--- src/rtl/s444_mon_pkg.sv ---
// Shared definitions for the s444 lamp monitor.
// Holds the phase codes, fault codes, lamp patterns, FSM state type and the
// legal phase-step function. The decoder, the monitor top and the bench
// all import it.
package s444_mon_pkg;

    // Phase codes reported on PHASE
    localparam logic [2:0] PH_MG_FR   = 3'd0;
    localparam logic [2:0] PH_MY_FR   = 3'd1;
    localparam logic [2:0] PH_ALL_RED = 3'd2;
    localparam logic [2:0] PH_MR_FG   = 3'd3;
    localparam logic [2:0] PH_MR_FY   = 3'd4;
    localparam logic [2:0] PH_INVALID = 3'd7;

    // Fault codes reported on FCODE
    localparam logic [2:0] F_NONE           = 3'd0;
    localparam logic [2:0] F_ILLEGAL        = 3'd1;
    localparam logic [2:0] F_BAD_TRANSITION = 3'd2;
    localparam logic [2:0] F_SHORT_GREEN    = 3'd3;
    localparam logic [2:0] F_SHORT_YELLOW   = 3'd4;
    localparam logic [2:0] F_WATCHDOG       = 3'd5;

    // Sampled lamp vector layout: {MR, MY, MG, FR, FY, FG}
    localparam logic [5:0] LAMP_MG_FR   = 6'b001_100;
    localparam logic [5:0] LAMP_MY_FR   = 6'b010_100;
    localparam logic [5:0] LAMP_ALL_RED = 6'b100_100;
    localparam logic [5:0] LAMP_MR_FG   = 6'b100_001;
    localparam logic [5:0] LAMP_MR_FY   = 6'b100_010;

    typedef enum logic [1:0] {
        ST_SYNC  = 2'd0,
        ST_TRACK = 2'd1,
        ST_FAULT = 2'd2
    } mon_state_t;

    // True when moving from from_ph to to_ph is an allowed step.
    // Remaining in the same phase is always allowed.
    function automatic logic legal_step(input logic [2:0] from_ph,
                                        input logic [2:0] to_ph);
        logic ok;
        ok = 1'b0;
        case ({from_ph, to_ph})
            {PH_MG_FR,   PH_MY_FR},
            {PH_MY_FR,   PH_ALL_RED},
            {PH_ALL_RED, PH_MG_FR},
            {PH_ALL_RED, PH_MR_FG},
            {PH_MR_FG,   PH_MR_FY},
            {PH_MR_FY,   PH_ALL_RED}: ok = 1'b1;
            default:                  ok = (from_ph == to_ph);
        endcase
        return ok;
    endfunction

endpackage

--- src/rtl/s444_lamp_decode.sv ---
// Combinational lamp-pattern decoder.
// Maps a sampled lamp vector to a phase code. Only the five patterns with
// exactly one lamp per road and at least one road red are valid; anything
// else (dark road, two lamps on a road, both roads non-red) is INVALID.
//
// Ports:
//   lamp_q  in  6  sampled lamps {MR, MY, MG, FR, FY, FG}
//   phase   out 3  decoded phase code (7 = invalid)
module s444_lamp_decode
    import s444_mon_pkg::*;
(
    input  logic [5:0] lamp_q,
    output logic [2:0] phase
);

    always_comb begin
        phase = PH_INVALID;
        case (lamp_q)
            LAMP_MG_FR:   phase = PH_MG_FR;
            LAMP_MY_FR:   phase = PH_MY_FR;
            LAMP_ALL_RED: phase = PH_ALL_RED;
            LAMP_MR_FG:   phase = PH_MR_FG;
            LAMP_MR_FY:   phase = PH_MR_FY;
            default:      phase = PH_INVALID;
        endcase
    end

endmodule

--- src/rtl/s444_lamp_monitor.sv ---
// Receiver-side checker for the s444 traffic-light lamp outputs.
// Samples the six lamps, decodes them into a phase, times each phase and
// latches the first ordering/duration violation as a sticky coded fault.
//
// state | meaning
// ------+---------------------------------------------------------------
// SYNC  | waiting for a valid phase; follows lamps, raises no faults
// TRACK | checking order, min green/yellow dwell and the watchdog
// FAULT | fault latched, FCODE frozen; phase/dwell keep tracking; CLR exits
//
// Ports:
//   CK                 in   1   clock, rising edge
//   RST                in   1   asynchronous reset, active high
//   CLR                in   1   synchronous fault clear, restarts tracking
//   MR, MY, MG         in   1   main-road red / yellow / green lamps
//   FR, FY, FG         in   1   farm-road red / yellow / green lamps
//   PHASE              out  3   currently tracked phase (7 = invalid)
//   DWELL              out  CW  cycles spent in PHASE, saturating
//   FAULT              out  1   sticky fault flag
//   FCODE              out  3   code of the first fault, 0 = none
//   CYCLES             out  8   completed all-red -> main-green sequences, wraps
//
// MAX_DWELL must be below 2^CW so the watchdog can fire before saturation.
module s444_lamp_monitor
    import s444_mon_pkg::*;
#(
    parameter int CW         = 8,
    parameter int MIN_GREEN  = 8,
    parameter int MIN_YELLOW = 2,
    parameter int MAX_DWELL  = 200
) (
    input  logic          CK,
    input  logic          RST,
    input  logic          CLR,
    input  logic          MR,
    input  logic          MY,
    input  logic          MG,
    input  logic          FR,
    input  logic          FY,
    input  logic          FG,
    output logic [2:0]    PHASE,
    output logic [CW-1:0] DWELL,
    output logic          FAULT,
    output logic [2:0]    FCODE,
    output logic [7:0]    CYCLES
);

    localparam logic [CW-1:0] MIN_G     = CW'(MIN_GREEN);
    localparam logic [CW-1:0] MIN_Y     = CW'(MIN_YELLOW);
    localparam logic [CW:0]   MAX_D     = (CW+1)'(MAX_DWELL);
    localparam logic [CW-1:0] DWELL_SAT = '1;
    localparam logic [CW-1:0] DWELL_ONE = CW'(1);

    logic [5:0]    lamp_q;
    logic [2:0]    cur;
    mon_state_t    state;

    logic          phase_change;
    logic          leaving_green;
    logic          leaving_yellow;
    logic [CW:0]   dwell_p1;
    logic [CW-1:0] dwell_next;
    logic [2:0]    fcode_det;

    s444_lamp_decode u_decode (
        .lamp_q (lamp_q),
        .phase  (cur)
    );

    always_comb begin
        phase_change   = (cur != PHASE);
        leaving_green  = phase_change && ((PHASE == PH_MG_FR) || (PHASE == PH_MR_FG));
        leaving_yellow = phase_change && ((PHASE == PH_MY_FR) || (PHASE == PH_MR_FY));

        // One extra bit so the watchdog compare sees DWELL+1 without wrap.
        dwell_p1 = {1'b0, DWELL} + (CW+1)'(1);

        if (phase_change)
            dwell_next = DWELL_ONE;
        else if (DWELL == DWELL_SAT)
            dwell_next = DWELL;
        else
            dwell_next = dwell_p1[CW-1:0];

        // Priority chain: the lowest applicable code wins.
        fcode_det = F_NONE;
        if (cur == PH_INVALID)
            fcode_det = F_ILLEGAL;
        else if (phase_change && !legal_step(PHASE, cur))
            fcode_det = F_BAD_TRANSITION;
        else if (leaving_green && (DWELL < MIN_G))
            fcode_det = F_SHORT_GREEN;
        else if (leaving_yellow && (DWELL < MIN_Y))
            fcode_det = F_SHORT_YELLOW;
        else if (!phase_change && (dwell_p1 == MAX_D))
            fcode_det = F_WATCHDOG;
    end

    always_ff @(posedge CK or posedge RST) begin
        if (RST) begin
            lamp_q <= '0;
            state  <= ST_SYNC;
            PHASE  <= PH_INVALID;
            DWELL  <= '0;
            FAULT  <= 1'b0;
            FCODE  <= F_NONE;
            CYCLES <= '0;
        end else begin
            lamp_q <= {MR, MY, MG, FR, FY, FG};

            case (state)
                ST_SYNC: begin
                    PHASE <= cur;
                    if (cur != PH_INVALID) begin
                        // Restart timing from scratch on (re)acquisition,
                        // even if the phase matches the one held before CLR.
                        DWELL <= DWELL_ONE;
                        state <= ST_TRACK;
                    end else begin
                        DWELL <= dwell_next;
                    end
                end

                ST_TRACK: begin
                    PHASE <= cur;
                    DWELL <= dwell_next;
                    if ((PHASE == PH_ALL_RED) && (cur == PH_MG_FR))
                        CYCLES <= CYCLES + 8'd1;
                    if (fcode_det != F_NONE) begin
                        FAULT <= 1'b1;
                        FCODE <= fcode_det;
                        state <= ST_FAULT;
                    end
                end

                ST_FAULT: begin
                    PHASE <= cur;
                    DWELL <= dwell_next;
                end

                default: begin
                    state <= ST_SYNC;
                end
            endcase

            // Clear overrides any fault detected on this same edge.
            if (CLR) begin
                FAULT <= 1'b0;
                FCODE <= F_NONE;
                state <= ST_SYNC;
            end
        end
    end

endmodule

--- config.mk ---
export PLATFORM = sky130hd
export DESIGN_NAME = s444_lamp_monitor
export DESIGN_NICKNAME = d
export VERILOG_FILES = /design/src/rtl/s444_mon_pkg.sv /design/src/rtl/s444_lamp_decode.sv /design/src/rtl/s444_lamp_monitor.sv
export SDC_FILE = /design/constraint.sdc
export NUM_CORES = 1
export LEC_CHECK = 0
export BUFFER_PORTS_ARGS = -buffer_cell sky130_fd_sc_hd__buf_4
export CAP_MARGIN = 20
export CORE_MARGIN = 2
export CORE_UTILIZATION = 55
export CTS_CLUSTER_DIAMETER = 50
export DETAILED_ROUTE_END_ITERATION = 8
export GPL_TIMING_DRIVEN = 0
export PLACE_DENSITY = 0.78
export SETUP_SLACK_MARGIN = 0.5
export SLEW_MARGIN = 20
export SYNTH_ARGS = -nofsm -noshare
export SYNTH_HDL_FRONTEND = slang
export SYNTH_SLANG_ARGS = --single-unit
export TNS_END_PERCENT = 20
--- constraint.sdc ---
create_clock -name CK -period 5.6 [get_ports CK]
set_clock_uncertainty 0.1 [all_clocks]
set_input_delay 1.12 -clock CK [delete_from_list [all_inputs] [get_ports CK]]
set_output_delay 1.12 -clock CK [all_outputs]
set_load 0.1 [all_outputs]
* Word level (Yosys, flattened, before mapping)
Index checks and enable logic that the tools add are counted.
** Storage, ports and cells
- Bits in registers :: 31
- Word-level logic and storage cells :: 83
- Output and inout port bits :: 23
** Operators by class
- $add $sub $neg :: 2
- Mux-type cells :: 22
- $lt $le $gt $ge :: 2
- Reductions and logical operators :: 24
- Equal/unequal tests :: 26
** Operators by type and width (count)
- $eq 6x5->1 const B :: 4
- $eq 6x6->1 const B :: 4
- $mux 3 :: 8
- $mux 8 :: 3
- $pmux 8 s2 :: 1
- $pmux 3 s5 :: 1
- $eq 6x4->1 const B :: 2
- $add 8x1->9 const B :: 1
- $eq 9x8->1 const B :: 1
- $ne 3x3->1 const B :: 3
- $add 8x1->8 const B :: 1
- $eq 8x8->1 const B :: 1
- $lt 8x2->1 const B :: 1
- $lt 8x4->1 const B :: 1
- $logic_and 1x1->1 :: 7
- $eq 3x2->1 const B :: 2
- $eq 3x3->1 const B :: 2
- $eq 6x1->1 const B :: 1
- $logic_not 3->1 :: 2
- $mux 2 :: 3
- $pmux 2 s3 :: 1
- $reduce_bool 2->1 :: 3
- $reduce_or 6->1 :: 1
- $mux 1 :: 5
- other kinds (14) :: 17

* Logic depth before layout (Yosys ltp)
Gate-level depths: netlist of the first run.
- Depth after elaboration :: 14
- Gate-level depth with buffers :: 8
- Depth with buffers taken out :: 8

* Hierarchy
A second synthesis of the first run with hierarchy kept.
** Second synthesis, totals
- Cells, all modules :: 188
- Area, all modules :: 1958.1 µm²
** Modules (own cells, without submodules)
- s444_lamp_monitor :: instances 1, area each 1808.0 µm², cells each 170
- s444_lamp_decode :: instances 1, area each 150.1 µm², cells each 18

* Worst setup path before layout of the first run
Ideal clock, no wire load.
- Kind :: register to register
- Start point :: register DWELL[2]
- End point :: register state[0]
- Path slack :: 2385 ps
- Data required time :: 5421 ps
- Library setup time :: 79 ps
- Data arrival time :: 3036 ps
- Cell stages (with the launch flop) :: 9
- Path buffers :: 1
- Clock period less this slack :: 3215 ps
- Cell sequence :: dfrtp_1 buf_4 nand3_1 or3_1 or3_1 a311o_1 a211o_1 o22ai_2 mux2i_1
** On the way
- Word-level cells in the longest chain between the ends :: 11
- Elaborated cells on any way between the ends :: 15
- Those cells by class :: add/sub: 1; order compare: 2; eq/ne: 2; mux: 5; reduce/logical: 5
** Ends and longest elaborated chain
- from (decl) :: RTL line s444_lamp_monitor.sv:42 : output logic [CW-1:0] DWELL,
- from (signal assigned) :: RTL line s444_lamp_monitor.sv:120 : DWELL <= dwell_next;
- from (signal assigned) :: RTL line s444_lamp_monitor.sv:126 : DWELL <= dwell_next;
- from (signal assigned) :: RTL line s444_lamp_monitor.sv:138 : DWELL <= dwell_next;
- $add 8x1->9 :: RTL line s444_lamp_monitor.sv:76 : dwell_p1 = {1'b0, DWELL} + (CW+1)'(1);
- $eq 9x8->1 :: RTL line s444_lamp_monitor.sv:95 : else if (!phase_change && (dwell_p1 == MAX_D))
- $logic_and 1x1->1 :: RTL line s444_lamp_monitor.sv:95
- $mux 3 :: RTL line s444_lamp_monitor.sv:95
- $mux 3 :: RTL line s444_lamp_monitor.sv:93 : else if (leaving_yellow && (DWELL < MIN_Y))
- $mux 3 (*) :: RTL line s444_lamp_monitor.sv:91 : else if (leaving_green && (DWELL < MIN_G))
- $mux 3 (*) :: RTL line s444_lamp_monitor.sv:89 : else if (phase_change && !legal_step(PHASE, cur))
- $mux 3 (*) :: RTL line s444_lamp_monitor.sv:87 : if (cur == PH_INVALID)
- $reduce_bool 3->1 (*) :: RTL line s444_lamp_monitor.sv:129 : if (fcode_det != F_NONE) begin
- $ne 3x3->1 (no line) (*)
- $reduce_and 3->1 (no line) (*)
- to (signal assigned) :: RTL line s444_lamp_monitor.sv:102 : state <= ST_SYNC;
- to (signal assigned) :: RTL line s444_lamp_monitor.sv:132 : state <= ST_FAULT;
- to (signal assigned) :: RTL line s444_lamp_monitor.sv:142 : state <= ST_SYNC;
- to (decl) :: RTL line s444_lamp_monitor.sv:56 : mon_state_t state;
Mark *: on every way between the ends. The rest lies on a longest branch, timed or not.
A chain may end at the register's enable or synchronous reset.

* Worst setup path after layout of the first run
- Start point :: register lamp_q[0]
- End point :: register CYCLES[7]
** On the way
- Word-level cells in the longest chain between the ends :: 5
- Elaborated cells on any way between the ends :: 9
- Those cells by class :: eq/ne: 5; mux: 1; reduce/logical: 3
** Ends and longest elaborated chain
- from (decl) :: RTL line s444_lamp_monitor.sv:54 : logic [5:0] lamp_q;
- from (signal assigned) :: RTL line s444_lamp_monitor.sv:109 : lamp_q <= {MR, MY, MG, FR, FY, FG};
- $eq 6x6->1 (tied with other cells) :: RTL line s444_lamp_decode.sv:18 : case (lamp_q)
- $pmux 3 s5 (*) :: RTL line s444_lamp_decode.sv:18
- $logic_not 3->1 (*) :: RTL line s444_lamp_monitor.sv:127 : if ((PHASE == PH_ALL_RED) && (cur == PH_MG_FR))
- $logic_and 1x1->1 (*) :: RTL line s444_lamp_monitor.sv:127
- $reduce_and 2->1 (no line) (*)
- to (signal assigned) :: RTL line s444_lamp_monitor.sv:128 : CYCLES <= CYCLES + 8'd1;
- to (decl) :: RTL line s444_lamp_monitor.sv:45 : output logic [7:0] CYCLES
Marks and branches as above.

==> out/metrics.yaml, run 1 <==
p_sw_share_pct: 43.4
arrival_ns: 3.03
p_seq_share_pct: 34.8
p_comb_share_pct: 43.0
hold_start: "CYCLES[7]$_DFFE_PP0P_"
cts_root_buf: "clkbuf_8"
htree_levels: 2
rsz0062_at_grt: "no"
hold_viol: 0
netlist_area_sq_mm: 0.00203
die_area_sq_mm: 0.00418
clkSinkCount: 31
hold_buffers: 0
crit_path_max_fanout: 10
viasPerCell: 5.94
clockPowerShare_pct: 22.2
yosys_warnings: 0
layout_min_cycle_time_ns: 2.97
reg2regPathDepth: 7
antennaDiodeCount: 0
final_antenna_net_count: 0
crit_path_end_kind: "register"
min_delay_worst_endpoint: "CYCLES[7]$_DFFE_PP0P_"
clkLatencyLatePin_ns: 0.28
synthTopCellsByCount: "28 x dfrtp_1, 14 x nand2_1, 14 x nor2_1"
initial_core_util_pct: 56.2
grt_pass1_wl_um: 7370
row_count: 22
maxSlewViolCount: 0
die_width_um: 64.7
cts_tree: "yes"
synth.top_cells.by_area: "dfrtp_1 35%, ha_1 4.9%, dfstp_2 3.9%, xor2_1 3.0%, nand2_1 2.6%"
routed_wl_um: 4320
post_cts_resized: 0
report.final.setup_viol: 0
syn_area_per_cell_sq_um: 9.42
grt_pass1_vias: 1589
n_fill_cell: 317
ys_types: 60
r2r_slack_ns: 2.63
drive_above_1_share_pct: 23.3
postCtsSetupBuffers: 0
antenna_found_initial: 0
fmax_mhz: 336
path_class: "reg -> reg"
synth_edf_count: 0
nNetsFinal: 270
dp_hpwl_um: 3070
cp.required_ns: 5.66
cts_buffer_depth: 2
r2r-end: "CYCLES[7]$_DFFE_PP0P_"
ys_ff_latch: 31
worst_pin_slew_ns: 0.893
grt_max_degree: 32
numPortBuffers: 31
peakVddDrop_mv: 0.277
die_y_um: 64.7
status: "finished, final reports clean"
clk_pin_slew_ns: 0.06
p_leak_nw: 1.10
drt_iter0_drc: 201
drcViolationCount: 0
syn_to_final_growth_pct: 18.8
tns_ns: 0
r2r-start: "lamp_q[0]$_DFF_PP0_"
multi_input_area_sq_mm: 0.00115
cap_violations: 0
place.gp.congestion: 0.946
drt_first_pass_iters: 5
synthCells: 215
intPower_mw: 0.449
critPathLaunchType: "register"
min_delay_path_depth: 1
wire_per_inst_um: 14.4
worst_slew_margin_rel_pct: 40.1
grt_usage_pct: 22.5
pin_count: 32
fp.coreArea_sq_mm: 0.00361
synth_flop_cell: "dfrtp_1"
register_area_sq_um: 779
synth_top_area_share_pct: 34.6
hold_path.class: "reg -> reg"
vias: 1787
power.density_mw_per_mm2: 329
postSynth.asyncResetShare_pct: 100
yosysSeqAreaShare_pct: 38.5
numCtsBuffers: 5
finalCritPeriodShare_pct: 53.1
synth_top_cell_by_area: "dfrtp_1"
overflow: 0
syn_nets: 232
p_total_mw: 0.793
yosys.cell_count.top_type: "dfrtp_1"
switchingPower_mw: 0.344
## critical path, cell delays in order, from the launching register on
cell and delay [ns]:
dfrtp_1 0.40, buf_2 0.19, nor4_1 0.69, nor3_1 0.15
a211oi_1 0.74, and3_1 0.32, nand4_1 0.12, xnor2_1 0.15
## cell families after synthesis
kind of cell	share of synthesized area (%)
buffers and inverters	4.57
AOI/OAI and AO/OA	18.9
adders and majority gates	4.94
and+or+nand+nor	23.3
xor gates and xnor gates	5.62
muxes	4.14
DFF	38.5
## per-stage QoR
| step | util (%) | cell area, sq um | worst slack (ns) | hold WS [ns] | std cells |
|---|---|---|---|---|---|
| 6_report | 66.7 | 2410 | 2.63 | 0.384 | 301 |
| 5_1_grt | 66.7 | 2410 | 2.48 | 0.406 | 301 |
| 4_1_cts | 66.7 | 2410 | 2.66 | 0.392 | 301 |
| 3_5_place_dp | 64.3 | 2320 | 2.71 | 0.379 | 294 |
| 3_3_place_gp | 64.3 | 2320 | 2.71 | 0.366 | 294 |
| 2_1_floorplan | - | 2030 | 2.39 | 0.441 | 215 |
## sequential cells by signal (all words and copies together) (netlist names)
signal / count
state: 2
FCODE: 3
PHASE: 3
DWELL: 8
FAULT: 1
lamp_q: 6
CYCLES: 8
## layout make-up
cell class,count,area share (%)
plain buffers,12,2.29
clock buffers,6,3.43
clock inverters,1,0.208
inverters,10,1.56
multi-input cells,162,47.9
flip-flops and latches,31,32.4
well taps,48,2.50
repair buffers,31,9.67
## layout by cell type, fill, tap and decap left out, types with 6 or more instances in the layout
cell,count
buf_4,32
dfrtp_1,28
nand2_1,14
nor2_1,14
a21oi_1,10
inv_1,9
ha_1,8
xor2_1,7
a31oi_1,6
nand3_1,6
nor3_1,6
xnor2_1,6
o22a_1,6
clkbuf_8,6
## power groups by stage
| stage | Clock [mW] | Sequential, mW | Combinational (mW) |
|---|---|---|---|
| after global placement | 0 | 0.279 | 0.337 |
| after global routing | 0.195 | 0.279 | 0.365 |
| after CTS | 0.181 | 0.276 | 0.341 |
| after detailed placement | 0 | 0.280 | 0.339 |
| after floorplan | 0 | 0.399 | 0.149 |
| final | 0.176 | 0.276 | 0.341 |
## how the worst max path moves through the flow
stage                                    start                     to  slack (ns)  cells after the start
after floorplan           DWELL[2]$_DFFE_PP0P_   state[0]$_DFFE_PP0P_        2.39                      8
after global placement     lamp_q[0]$_DFF_PP0_  CYCLES[7]$_DFFE_PP0P_        2.71                      7
after detailed placement   lamp_q[0]$_DFF_PP0_  CYCLES[7]$_DFFE_PP0P_        2.71                      7
after CTS                  lamp_q[0]$_DFF_PP0_  CYCLES[7]$_DFFE_PP0P_        2.66                      7
after global routing       lamp_q[0]$_DFF_PP0_  CYCLES[7]$_DFFE_PP0P_        2.48                      7
final                      lamp_q[0]$_DFF_PP0_  CYCLES[7]$_DFFE_PP0P_        2.63                      7
## routing by layer
| layer | wire (um) | part of all wire (%) | up-vias | track usage (%) |
|---|---|---|---|---|
| met3 | 222 | 5.1 | 6 | 4.86 |
| met2 | 1990 | 46 | 51 | 34.5 |
| met1 | 2050 | 48 | 852 | 32.3 |
| li1 | - | - | 878 | - |
| met4 | 54 | 1.2 | 0 | 6.38 |
| met5 | 0 | 0 | - | 0 |
(Power assumes the default switching activity.)
==> inputs of run 2 (changes only) <==
==> constraint.sdc (replaced) <==
create_clock -name CK -period 3 [get_ports CK]
set_clock_uncertainty 0.1 [all_clocks]
set_input_delay 0.6 -clock CK [delete_from_list [all_inputs] [get_ports CK]]
set_output_delay 0.6 -clock CK [all_outputs]
set_load 0.1 [all_outputs]
==> out/metrics.yaml, run 2 (synthesized netlist as in run 1, its figures left out) <==
p_seq_share_pct: 34.7  # was 34.8%
grt_pass1_vias: 1745  # was 1589
nNetsFinal: 276  # was 270
cts_tree: "yes"  # unchanged
fp.coreArea_sq_mm: 0.00361  # unchanged
drive_above_1_share_pct: 34.6  # was 23.3%
final_common_cell: "buf_4"  # unchanged
instances_no_fill: 308  # was 301
final_antenna_net_count: 0  # unchanged
arrival_ns: 2.57  # was 3.03 ns
initial_core_util_pct: 56.2  # unchanged
fmax_mhz: 400  # was 336 MHz
switchingPower_mw: 0.678  # was 0.344 mW
intPower_mw: 0.893  # was 0.449 mW
clk_pin_slew_ns: 0.07  # was 0.06 ns
n_fill_cell: 296  # was 317
p_sw_share_pct: 43.1  # was 43.4%
drcViolationCount: 0  # unchanged
largest_registers: "CYCLES (8), DWELL (8), lamp_q (6)"  # unchanged
register_area_sq_um: 811  # was 779 sq um
cts_buffer_depth: 2  # unchanged
syn_to_final_growth_pct: 30.1  # was 18.8%
die_y_um: 64.7  # unchanged
drt_first_pass_iters: 4  # was 5
post-route-util_pct: 73.1  # was 66.7%
cp.required_ns: 3.07  # was 5.66 ns
clkLatencyLatePin_ns: 0.28  # about the same
critPathLaunchType: "register"  # unchanged
numPortBuffers: 31  # unchanged
crit_path_end_kind: "register"  # unchanged
drt_iter0_drc: 100  # was 201
place.gp.congestion: 0.922  # was 0.946
worst_slew_margin_rel_pct: 58.1  # was 40.1%
p_comb_share_pct: 44.3  # was 43.0%
placed_area_sq_mm: 0.00237  # was 0.00232 sq mm
htree_levels: 2  # unchanged
grt_pass1_wl_um: 8050  # was 7370 um
pin_count: 32  # unchanged
rsz0062_at_grt: "yes"  # was no
hold_path.class: "in -> async"  # was reg -> reg
wl_met1_um: 2230  # was 2050 um
grt_usage_pct: 24.7  # was 22.5%
p_total_mw: 1.57  # was 0.793 mW
peakVddDrop_mv: 0.409  # was 0.277 mV
dp.cells: 294  # unchanged
status: "finished, final reports clean"  # unchanged
routed_wl_um: 4880  # was 4320 um
maxSlewViolCount: 0  # unchanged
power.density_mw_per_mm2: 596  # was 329 mW/mm^2
overflow: 0  # unchanged
clkSinkCount: 31  # unchanged
dp_hpwl_um: 3240  # was 3070 um
cts_root_buf: "clkbuf_8"  # unchanged
row_count: 22  # unchanged
clockPowerShare_pct: 21.1  # was 22.2%
multi_input_area_sq_mm: 0.00128  # was 0.00115 sq mm
wire_per_inst_um: 15.8  # was 14.4 um
dr_wl_met2_um: 2440  # was 1990 um
die_area_sq_mm: 0.00418  # unchanged
die_width_um: 64.7  # unchanged
report.final.setup_viol: 0  # unchanged
wl_met3_um: 162  # was 222 um
layout_common_cells: "37 x buf_4, 20 x dfrtp_1, 14 x nand2_1"  # was 32 x buf_4, 28 x dfrtp_1, 14 x nand2_1, 14 x nor2_1, 10 x a21oi_1
grt_max_degree: 32  # unchanged
cap_violations: 0  # unchanged
finalCritPeriodShare_pct: 83.4  # was 53.1%
worst_pin_slew_ns: 0.627  # was 0.893 ns
crit_path_max_fanout: 9  # was 10
layout_min_cycle_time_ns: 2.50  # was 2.97 ns
max_stage_delay_ns: 0.38  # was 0.74 ns
hold_viol: 0  # unchanged
viasPerCell: 5.95  # was 5.94
numCtsBuffers: 5  # unchanged
critPathSlowestCell: "or2_2"  # was a211oi_1
path_buf_inv: 1  # unchanged
path_cells: "clkbuf_1 > or2_2 > a221o_1 > a211oi_2 > o2111ai_1 > a21boi_2 > o21ai_0 > o211a_1"  # was buf_2 > nor4_1 > nor3_1 > a211oi_1 > and3_1 > nand4_1 > xnor2_1
p_leak_nw: 1.15  # was 1.10 nW
path_class: "reg -> reg"  # unchanged
stdcell_area_sq_mm: 0.00264  # was 0.00241 sq mm
highest-signal-layer: "met4"  # unchanged
antenna_found_initial: 0  # unchanged
vias: 1833  # was 1787
cp_top_family: "compound AO/OA/AOI/OAI gates"  # was simple AND/OR/NAND/NOR gates
hold_buffers: 0  # unchanged
tns_ns: 0  # unchanged
antennaDiodeCount: 0  # unchanged
## run 2: cell count changes in the layout (fill, tap and decap cells not counted), moves of 3 or more
cell / previous run / this run
dfrtp_1: 28 / 20
dfrtp_4: 0 / 7
buf_4: 32 / 37
buf_6: 0 / 3
## run 2: cell type report
cell class | instances | area share [%]
plain buffers | 12 | 2.85
clock buffers | 7 | 3.28
clock inverters | 1 | 0.190
inverters | 10 | 1.42
multi-input cells | 162 | 48.7
flip-flops and latches | 31 | 30.8
well taps | 48 | 2.28
repair buffers | 37 | 10.5
## run 2: layer usage
metal	global-route usage (%)	up-vias
met2	41.1	33
li1	-	890
met4	7.18	0
met3	4.69	4
met5	0	-
met1	32.8	906
## run 2: power groups by stage
stage / Combinational, mW / Clock, mW / Sequential, mW
after global routing: 0.746 / 0.353 / 0.551
final: 0.695 / 0.331 / 0.544
after detailed placement: 0.644 / 0 / 0.544
after CTS: 0.667 / 0.338 / 0.543
after floorplan: 0.288 / 0 / 0.766
after global placement: 0.639 / 0 / 0.539
## run 2: what timing repair did
item                                    in CTS  in global routing
gates cloned                                 0                  0
setup buffers                                4                  2
pin swaps                                    4                  3
endpoints found under the hold margin        0                  0
endpoints found under the setup margin      18                 15
resized for setup                           11                 15
## run 2: worst reg2reg max path: cells and delay by family, from the launching register on
kind                   cells  cell delay (ns)
AO/OA/AOI/OAI              6             1.35
AND/OR/NAND/NOR            1             0.38
flip-flops                 1             0.36
buffers and inverters      1             0.20
## run 2: stage by stage
stage	setup slack [ns]	hold slack [ns]
6_report	0.499	0.297
5_1_grt	0.357	0.317
4_1_cts	0.503	0.317
3_5_place_dp	0.323	0.389
3_3_place_gp	0.327	0.364
2_1_floorplan	0.364	0.441
## run 2: worst paths after layout
check | cells past startpoint | slack (ns) | to | startpoint
worst max register to register | 8 | 0.50 | FAULT$_DFFE_PP0P_ | PHASE[2]$_DFFE_PP1P_
worst min register to register | 1 | 0.39 | CYCLES[7]$_DFFE_PP0P_ | CYCLES[7]$_DFFE_PP0P_
worst min-delay path | 2 | 0.30 | DWELL[5]$_DFFE_PP0P_ | RST
min in group CK | 1 | 0.33 | lamp_q[4]$_DFF_PP0_ | MY
max in group asynchronous | 2 | 2.02 | DWELL[2]$_DFFE_PP0P_ | RST
worst max-delay path | 8 | 0.50 | FAULT$_DFFE_PP0P_ | PHASE[2]$_DFFE_PP1P_
